[src/rtl/enetseq_pkg.sv]
// Shared definitions for the Ethernet TX nibble sequencer: FSM states,
// default frame-length constants and the nibble counter width.
package enetseq_pkg;

  localparam int CNT_W           = 12;
  localparam int MIN_NIBBLES_DEF = 120;
  localparam int MAX_NIBBLES_DEF = 3028;
  localparam int CRC_NIBBLES_DEF = 8;
  localparam int IPG_NIBBLES_DEF = 24;

  typedef enum logic [2:0] {
    IDLE,
    BODY,
    DRAIN,
    PAD,
    CRC,
    IPG
  } state_e;

  function automatic logic [CNT_W-1:0] sat_inc(input logic [CNT_W-1:0] v);
    return (v == {CNT_W{1'b1}}) ? v : v + 1'b1;
  endfunction

endpackage

[src/rtl/enetseq_timer.sv]
// Loadable, ce-gated down-counter with a zero flag; times the CRC tail and
// the inter-packet gap of the TX sequencer.
module enetseq_timer
  import enetseq_pkg::*;
(
  input  logic             i_clk,
  input  logic             i_reset_n,
  input  logic             i_ce,
  input  logic             i_load,
  input  logic [CNT_W-1:0] i_load_val,
  output logic             o_zero
);

  logic [CNT_W-1:0] cnt_q, cnt_d;

  always_comb begin
    cnt_d = cnt_q;
    if (i_ce) begin
      if (i_load) begin
        cnt_d = i_load_val;
      end else if (cnt_q != '0) begin
        cnt_d = cnt_q - 1'b1;
      end
    end
  end

  always_ff @(posedge i_clk or negedge i_reset_n) begin
    if (!i_reset_n) begin
      cnt_q <= '0;
    end else begin
      cnt_q <= cnt_d;
    end
  end

  assign o_zero = (cnt_q == '0);

endmodule

[src/rtl/enetseq_tx.sv]
// Ethernet TX frame sequencer: serializes source bytes low nibble first into the
// CRC appender, waits out the CRC tail and the IPG. Short-frame padding: ENETSEQ_PAD_EN.
module enetseq_tx
  import enetseq_pkg::*;
#(
  parameter int MIN_NIBBLES = MIN_NIBBLES_DEF,
  parameter int MAX_NIBBLES = MAX_NIBBLES_DEF,
  parameter int CRC_NIBBLES = CRC_NIBBLES_DEF,
  parameter int IPG_NIBBLES = IPG_NIBBLES_DEF
) (
  input  logic       i_clk,
  input  logic       i_reset_n,
  input  logic       i_ce,
  input  logic       i_crc_on,
  input  logic       i_valid,
  input  logic [7:0] i_data,
  input  logic       i_last,
  output logic       o_ready,
  output logic       o_crc_v,
  output logic [3:0] o_crc_d,
  output logic       o_crc_en,
  output logic       o_crc_cancel,
  output logic       o_busy,
  output logic       o_err
);

  localparam logic [CNT_W-1:0] MinN  = CNT_W'(MIN_NIBBLES);
  localparam logic [CNT_W-1:0] MaxN  = CNT_W'(MAX_NIBBLES);
  localparam logic [CNT_W-1:0] CrcLd = CNT_W'(CRC_NIBBLES - 1);
  localparam logic [CNT_W-1:0] IpgLd = CNT_W'(IPG_NIBBLES - 1);
`ifdef ENETSEQ_PAD_EN
  localparam bit PadOn = 1'b1;
`else
  localparam bit PadOn = 1'b0;
`endif

  state_e           state_q, state_d;
  logic             phase_q, phase_d;
  logic [CNT_W-1:0] count_q, count_d, count_inc;
  logic             crc_v_q, crc_v_d;
  logic [3:0]       nib_q, nib_d;
  logic             crc_en_q, crc_en_d;
  logic             cancel_q, cancel_d;
  logic             err_q, err_d;
  logic             abort;
  logic             tmr_load, tmr_zero;
  logic [CNT_W-1:0] tmr_val;

  assign count_inc = sat_inc(count_q);

  // The accepting IDLE edge already emits the low nibble, so BODY resumes at phase 1.
  always_comb begin
    state_d  = state_q;
    phase_d  = phase_q;
    count_d  = count_q;
    crc_v_d  = crc_v_q;
    nib_d    = nib_q;
    crc_en_d = crc_en_q;
    cancel_d = cancel_q;
    err_d    = 1'b0;
    abort    = 1'b0;
    tmr_load = 1'b0;
    tmr_val  = IpgLd;
    if (i_ce) begin
      crc_v_d  = 1'b0;
      nib_d    = 4'h0;
      cancel_d = 1'b0;
      case (state_q)
        IDLE: begin
          if (i_valid) begin
            state_d  = BODY;
            phase_d  = 1'b1;
            count_d  = CNT_W'(1);
            crc_en_d = i_crc_on;
            crc_v_d  = 1'b1;
            nib_d    = i_data[3:0];
          end
        end
        BODY: begin
          if (!i_valid) begin
            abort = 1'b1;
          end else if (!phase_q) begin
            crc_v_d = 1'b1;
            nib_d   = i_data[3:0];
            phase_d = 1'b1;
            count_d = count_inc;
          end else if (!i_last && (count_inc >= MaxN)) begin
            abort = 1'b1;
          end else begin
            crc_v_d = 1'b1;
            nib_d   = i_data[7:4];
            phase_d = 1'b0;
            count_d = count_inc;
            if (i_last) begin
              if (PadOn && (count_inc < MinN)) begin
                state_d = PAD;
              end else begin
                state_d  = CRC;
                tmr_load = 1'b1;
                tmr_val  = CrcLd;
              end
            end
          end
        end
        DRAIN: begin
          // An empty source ends the drain as well as the frame's last byte.
          if (!i_valid || i_last) begin
            state_d  = IPG;
            tmr_load = 1'b1;
            tmr_val  = IpgLd;
          end
        end
`ifdef ENETSEQ_PAD_EN
        PAD: begin
          crc_v_d = 1'b1;
          count_d = count_inc;
          if (count_inc >= MinN) begin
            state_d  = CRC;
            tmr_load = 1'b1;
            tmr_val  = CrcLd;
          end
        end
`endif
        CRC: begin
          if (tmr_zero) begin
            state_d  = IPG;
            tmr_load = 1'b1;
            tmr_val  = IpgLd;
          end
        end
        IPG: begin
          if (tmr_zero) begin
            state_d = IDLE;
          end
        end
        default: state_d = IDLE;
      endcase
      if (abort) begin
        state_d  = DRAIN;
        phase_d  = 1'b0;
        cancel_d = 1'b1;
        err_d    = 1'b1;
      end
    end
  end

  always_ff @(posedge i_clk or negedge i_reset_n) begin
    if (!i_reset_n) begin
      state_q  <= IDLE;
      phase_q  <= 1'b0;
      count_q  <= '0;
      crc_v_q  <= 1'b0;
      nib_q    <= 4'h0;
      crc_en_q <= 1'b0;
      cancel_q <= 1'b0;
      err_q    <= 1'b0;
    end else begin
      state_q  <= state_d;
      phase_q  <= phase_d;
      count_q  <= count_d;
      crc_v_q  <= crc_v_d;
      nib_q    <= nib_d;
      crc_en_q <= crc_en_d;
      cancel_q <= cancel_d;
      err_q    <= err_d;
    end
  end

  enetseq_timer u_timer (
    .i_clk      (i_clk),
    .i_reset_n  (i_reset_n),
    .i_ce       (i_ce),
    .i_load     (tmr_load),
    .i_load_val (tmr_val),
    .o_zero     (tmr_zero)
  );

  assign o_ready      = i_ce & (((state_q == BODY) & phase_q) | (state_q == DRAIN));
  assign o_crc_v      = crc_v_q;
  assign o_crc_d      = nib_q;
  assign o_crc_en     = crc_en_q;
  assign o_crc_cancel = cancel_q;
  assign o_busy       = (state_q != IDLE);
  assign o_err        = err_q;

endmodule

[config.mk]
export PLATFORM = sky130hd
export DESIGN_NAME = enetseq_tx
export DESIGN_NICKNAME = d
export VERILOG_FILES = /design/src/rtl/enetseq_pkg.sv /design/src/rtl/enetseq_timer.sv /design/src/rtl/enetseq_tx.sv
export SDC_FILE = /design/constraint.sdc
export NUM_CORES = 1
export LEC_CHECK = 0
export ABC_AREA = 0
export BUFFER_PORTS_ARGS = -buffer_cell sky130_fd_sc_hd__buf_4
export CAP_MARGIN = 20
export CORE_MARGIN = 4
export CORE_UTILIZATION = 42
export CTS_CLUSTER_SIZE = 40
export DETAILED_ROUTE_END_ITERATION = 12
export MAX_ROUTING_LAYER = met4
export RECOVER_POWER = 50
export SLEW_MARGIN = 25
export SYNTH_ARGS = -nofsm -noshare
export SYNTH_HDL_FRONTEND = slang
export SYNTH_SLANG_ARGS = --single-unit
[constraint.sdc]
create_clock -name i_clk -period 3.5 [get_ports i_clk]
set_clock_uncertainty 0.05 [all_clocks]
set_input_delay 0.35 -clock i_clk [delete_from_list [all_inputs] [get_ports i_clk]]
set_output_delay 0.35 -clock i_clk [all_outputs]
set_load 0.005 [all_outputs]
==> flow_summary_export.csv <==
group,metric,value,unit
die,num_rows,25,
drt,vias,1904,
yosys,ys_ff_latch,36,
die,die_height,79.4,µm
final_layout,nFillCells,498,
timing,drv_slew,37,
yosys,avgSynthCellArea,8.66,µm²
placement,place_ws,0.351,ns
cts,clk_latency,0.28,ns
yosys,syn_nets,264,
drt,first_pass_iters,4,
yosys,ys.flop_type,"dfrtp_1",
worst_setup_path,critPathMaxStageDelay,0.47,ns
die,die_area,6300,µm²
die,ioPinCount,24,
cts,clock_path_buffers,2,
drt,routed_wl,4690,µm
placement,numPortBuffers,23,
cts,ctsHoldBuffers,1,
yosys,ys_seq_area_frac,0.421,
pwr,p_total,1.57,mW
worst_setup_path,slowest_stage,"dfrtp_1",
die,fp.dieW,79.4,µm
placement,dpl.hpwl,3330,µm
pwr,p_leak,1.05,nW
run_status,violations,"capacitance limit, slew limit",
timing,hold_ws,0.248,ns
cts,cts_root_buf,"clkbuf_8",
worst_setup_path,critPathRequiredTime,3.66,ns
pwr,p_per_area,641,nW/µm²
yosys,synthCells,247,
die,core_area,4820,µm²
pwr,vdd_ir_drop_max,0.304,mV
global_route,grt_pass1_vias,1909,
cts,h-tree-depth,2,
run_status,status,"finished, violations left",
yosys,synth_edf_count,0,
die,initial_utilization,0.444,
final_layout,seqCellArea,901,µm²
worst_setup_path,crit_path_cell_trace,"ha_1, and3_1, a211oi_1, or3_1, a2111o_1, o22ai_2, a31oi_2, buf_4, a21bo_1, a21oi_2",
cts,cts_resized,0,
global_route,grt_usage,0.173,
timing,setup_tns,0,ns
timing,setup_ws,0.314,ns
yosys,synth_cell_type_count,47,
drt,viasPerCell,5.67,
timing,hold_violations,0,
drt,drt_iter0_drc,68,
timing,rsz0062_at_grt,"no",
yosys,ys_async_sr_fraction,1.00,
cts,cts_made_buffers,5,
yosys,syn-cell-area,2140,µm²
placement,finalWeightedCongestion,0.848,
min_path,hp-class,"in -> reg",
timing,maxSlewHeadroom,-0.295,
cts,cts_tree,"built",
cts,clock_sinks,36,
timing,timing.final.crit_share,0.910,
drt,wire_per_inst,14.0,µm
final_layout,syn_to_final_growth,14.7,%
timing,fmax,314,MHz
global_route,grt.overflow.total,0,
run,max-cap-violations,1,
timing,setup_viol,0,
timing,worst_pin_slew,1.94,ns
timing,fin_crit,3.19,ns
worst_setup_path,worstPathMaxFanout,14,
drt,ant_nets,0,
drt,drc,0,
final_layout,multi_input_area,1140,µm²
final_layout,diodes,0,
yosys,yosys_warnings,0,
cts,cts_setup_buffers,0,
worst_setup_path,critical_path.startpoint_type,"flip-flop",
global_route,antenna_found_initial,0,
worst_setup_path,crit_type,"reg -> reg",
final_layout,drive_gt1_frac,0.134,
global_route,grt_pass1_wl,8560,µm
final_layout,fin_nets,285,
global_route,grt_max_degree,37,
cts,path_clk_slew,0.07,ns
worst_setup_path,cp-end-kind,"flip-flop",
worst_setup_path,arrival,3.35,ns
worst max-delay path: cells and delay by family, from the launching register on:
| family | cells | cell delay, ns |
|---|---|---|
| buffers and inverters | 1 | 0.26 |
| flip-flops | 1 | 0.47 |
| adder cells (fa/ha/maj) | 1 | 0.33 |
| AO/OA/AOI/OAI | 6 | 1.33 |
| AND/OR/NAND/NOR | 2 | 0.67 |
synth_stat cells (6+ instances only):
cell | n | area, µm²
dfrtp_1 | 36 | 901
o21ai_0 | 6 | 30.0
a21oi_1 | 21 | 105
a31oi_1 | 8 | 50.1
clkbuf_1 | 8 | 30.0
nor3_1 | 8 | 40.0
inv_1 | 12 | 45.0
xnor2_1 | 7 | 61.3
nand3_1 | 12 | 60.1
nand2_1 | 22 | 82.6
nor2_1 | 30 | 113
logic make-up after synthesis:
family,after synthesis,synth area share
flops,36,0.421
fa+ha+maj,3,0.0176
mux,7,0.0351
xor+xnor,11,0.0451
compound gates,64,0.194
buf+inv,24,0.0486
simple gates,102,0.238
placed cells by master, fill, tap and decap left out, drive strengths merged, types with 2 or more instances in the layout:
cell type   n
or3         4
dfrtp      36
o31ai       2
nand2b      3
inv        12
o22ai       2
nand4       5
a22oi       4
and3        5
xor2        4
clkbuf     14
o21ai      11
xnor2       7
and2        3
and4        4
nor4        3
o21bai      2
nand2      22
a31oi       8
mux2        4
ha          3
nor2       30
nand3      12
mux2i       3
nor3        8
buf        19
a211oi      2
a21oi      22
a21o        3
final timing paths:
path / from / to / slack, ns / depth (start not counted)
worst max-delay path: count_q[0] / count_q[1] / 0.31 / 10
worst min-delay path: i_crc_on / o_crc_en / 0.25 / 2
worst max register to register: count_q[0] / count_q[1] / 0.31 / 10
worst min register to register: o_crc_cancel / o_crc_cancel / 0.44 / 1
max in group asynchronous: i_reset_n / state_q[0] / 1.18 / 2
min in group asynchronous: i_reset_n / count_q[6] / 1.10 / 2
per-stage QoR:
step / instances / util / area, µm²
floorplan: 247 / - / 2140
global placement: 327 / 0.489 / 2360
detailed placement: 327 / 0.489 / 2360
CTS: 336 / 0.510 / 2460
global route: 336 / 0.509 / 2450
finish: 336 / 0.509 / 2450
state kept, by name, summed over array words and instances (netlist names):
register	count
count_q	12
u_timer.cnt_q	12
o_crc_d	4
state_q	3
o_crc_cancel	1
o_crc_en	1
o_crc_v	1
o_err	1
phase_q	1
report_power, final:
part | switching (mW) | total (mW) | internal [mW]
registers | 0.152 | 0.696 | 0.544
clock network | 0.141 | 0.302 | 0.161
logic | 0.304 | 0.575 | 0.271
area by class of cell:
type	instances	area share
multi-input combinational	187	0.465
timing repair buffer	26	0.0790
inverter	12	0.0184
sequential	36	0.367
clock buffer	8	0.0367
tap	67	0.0342
per-layer routing:
metal / GRT usage / vias to the layer above / routed length [µm]
li1: - / 930 / -
met1: 0.224 / 917 / 2190
met2: 0.271 / 53 / 2240
met3: 0.0363 / 4 / 230
met4: 0.0550 / 0 / 29
met5: - / - / 0
Note: power is estimated with default switching activity, not from simulation.
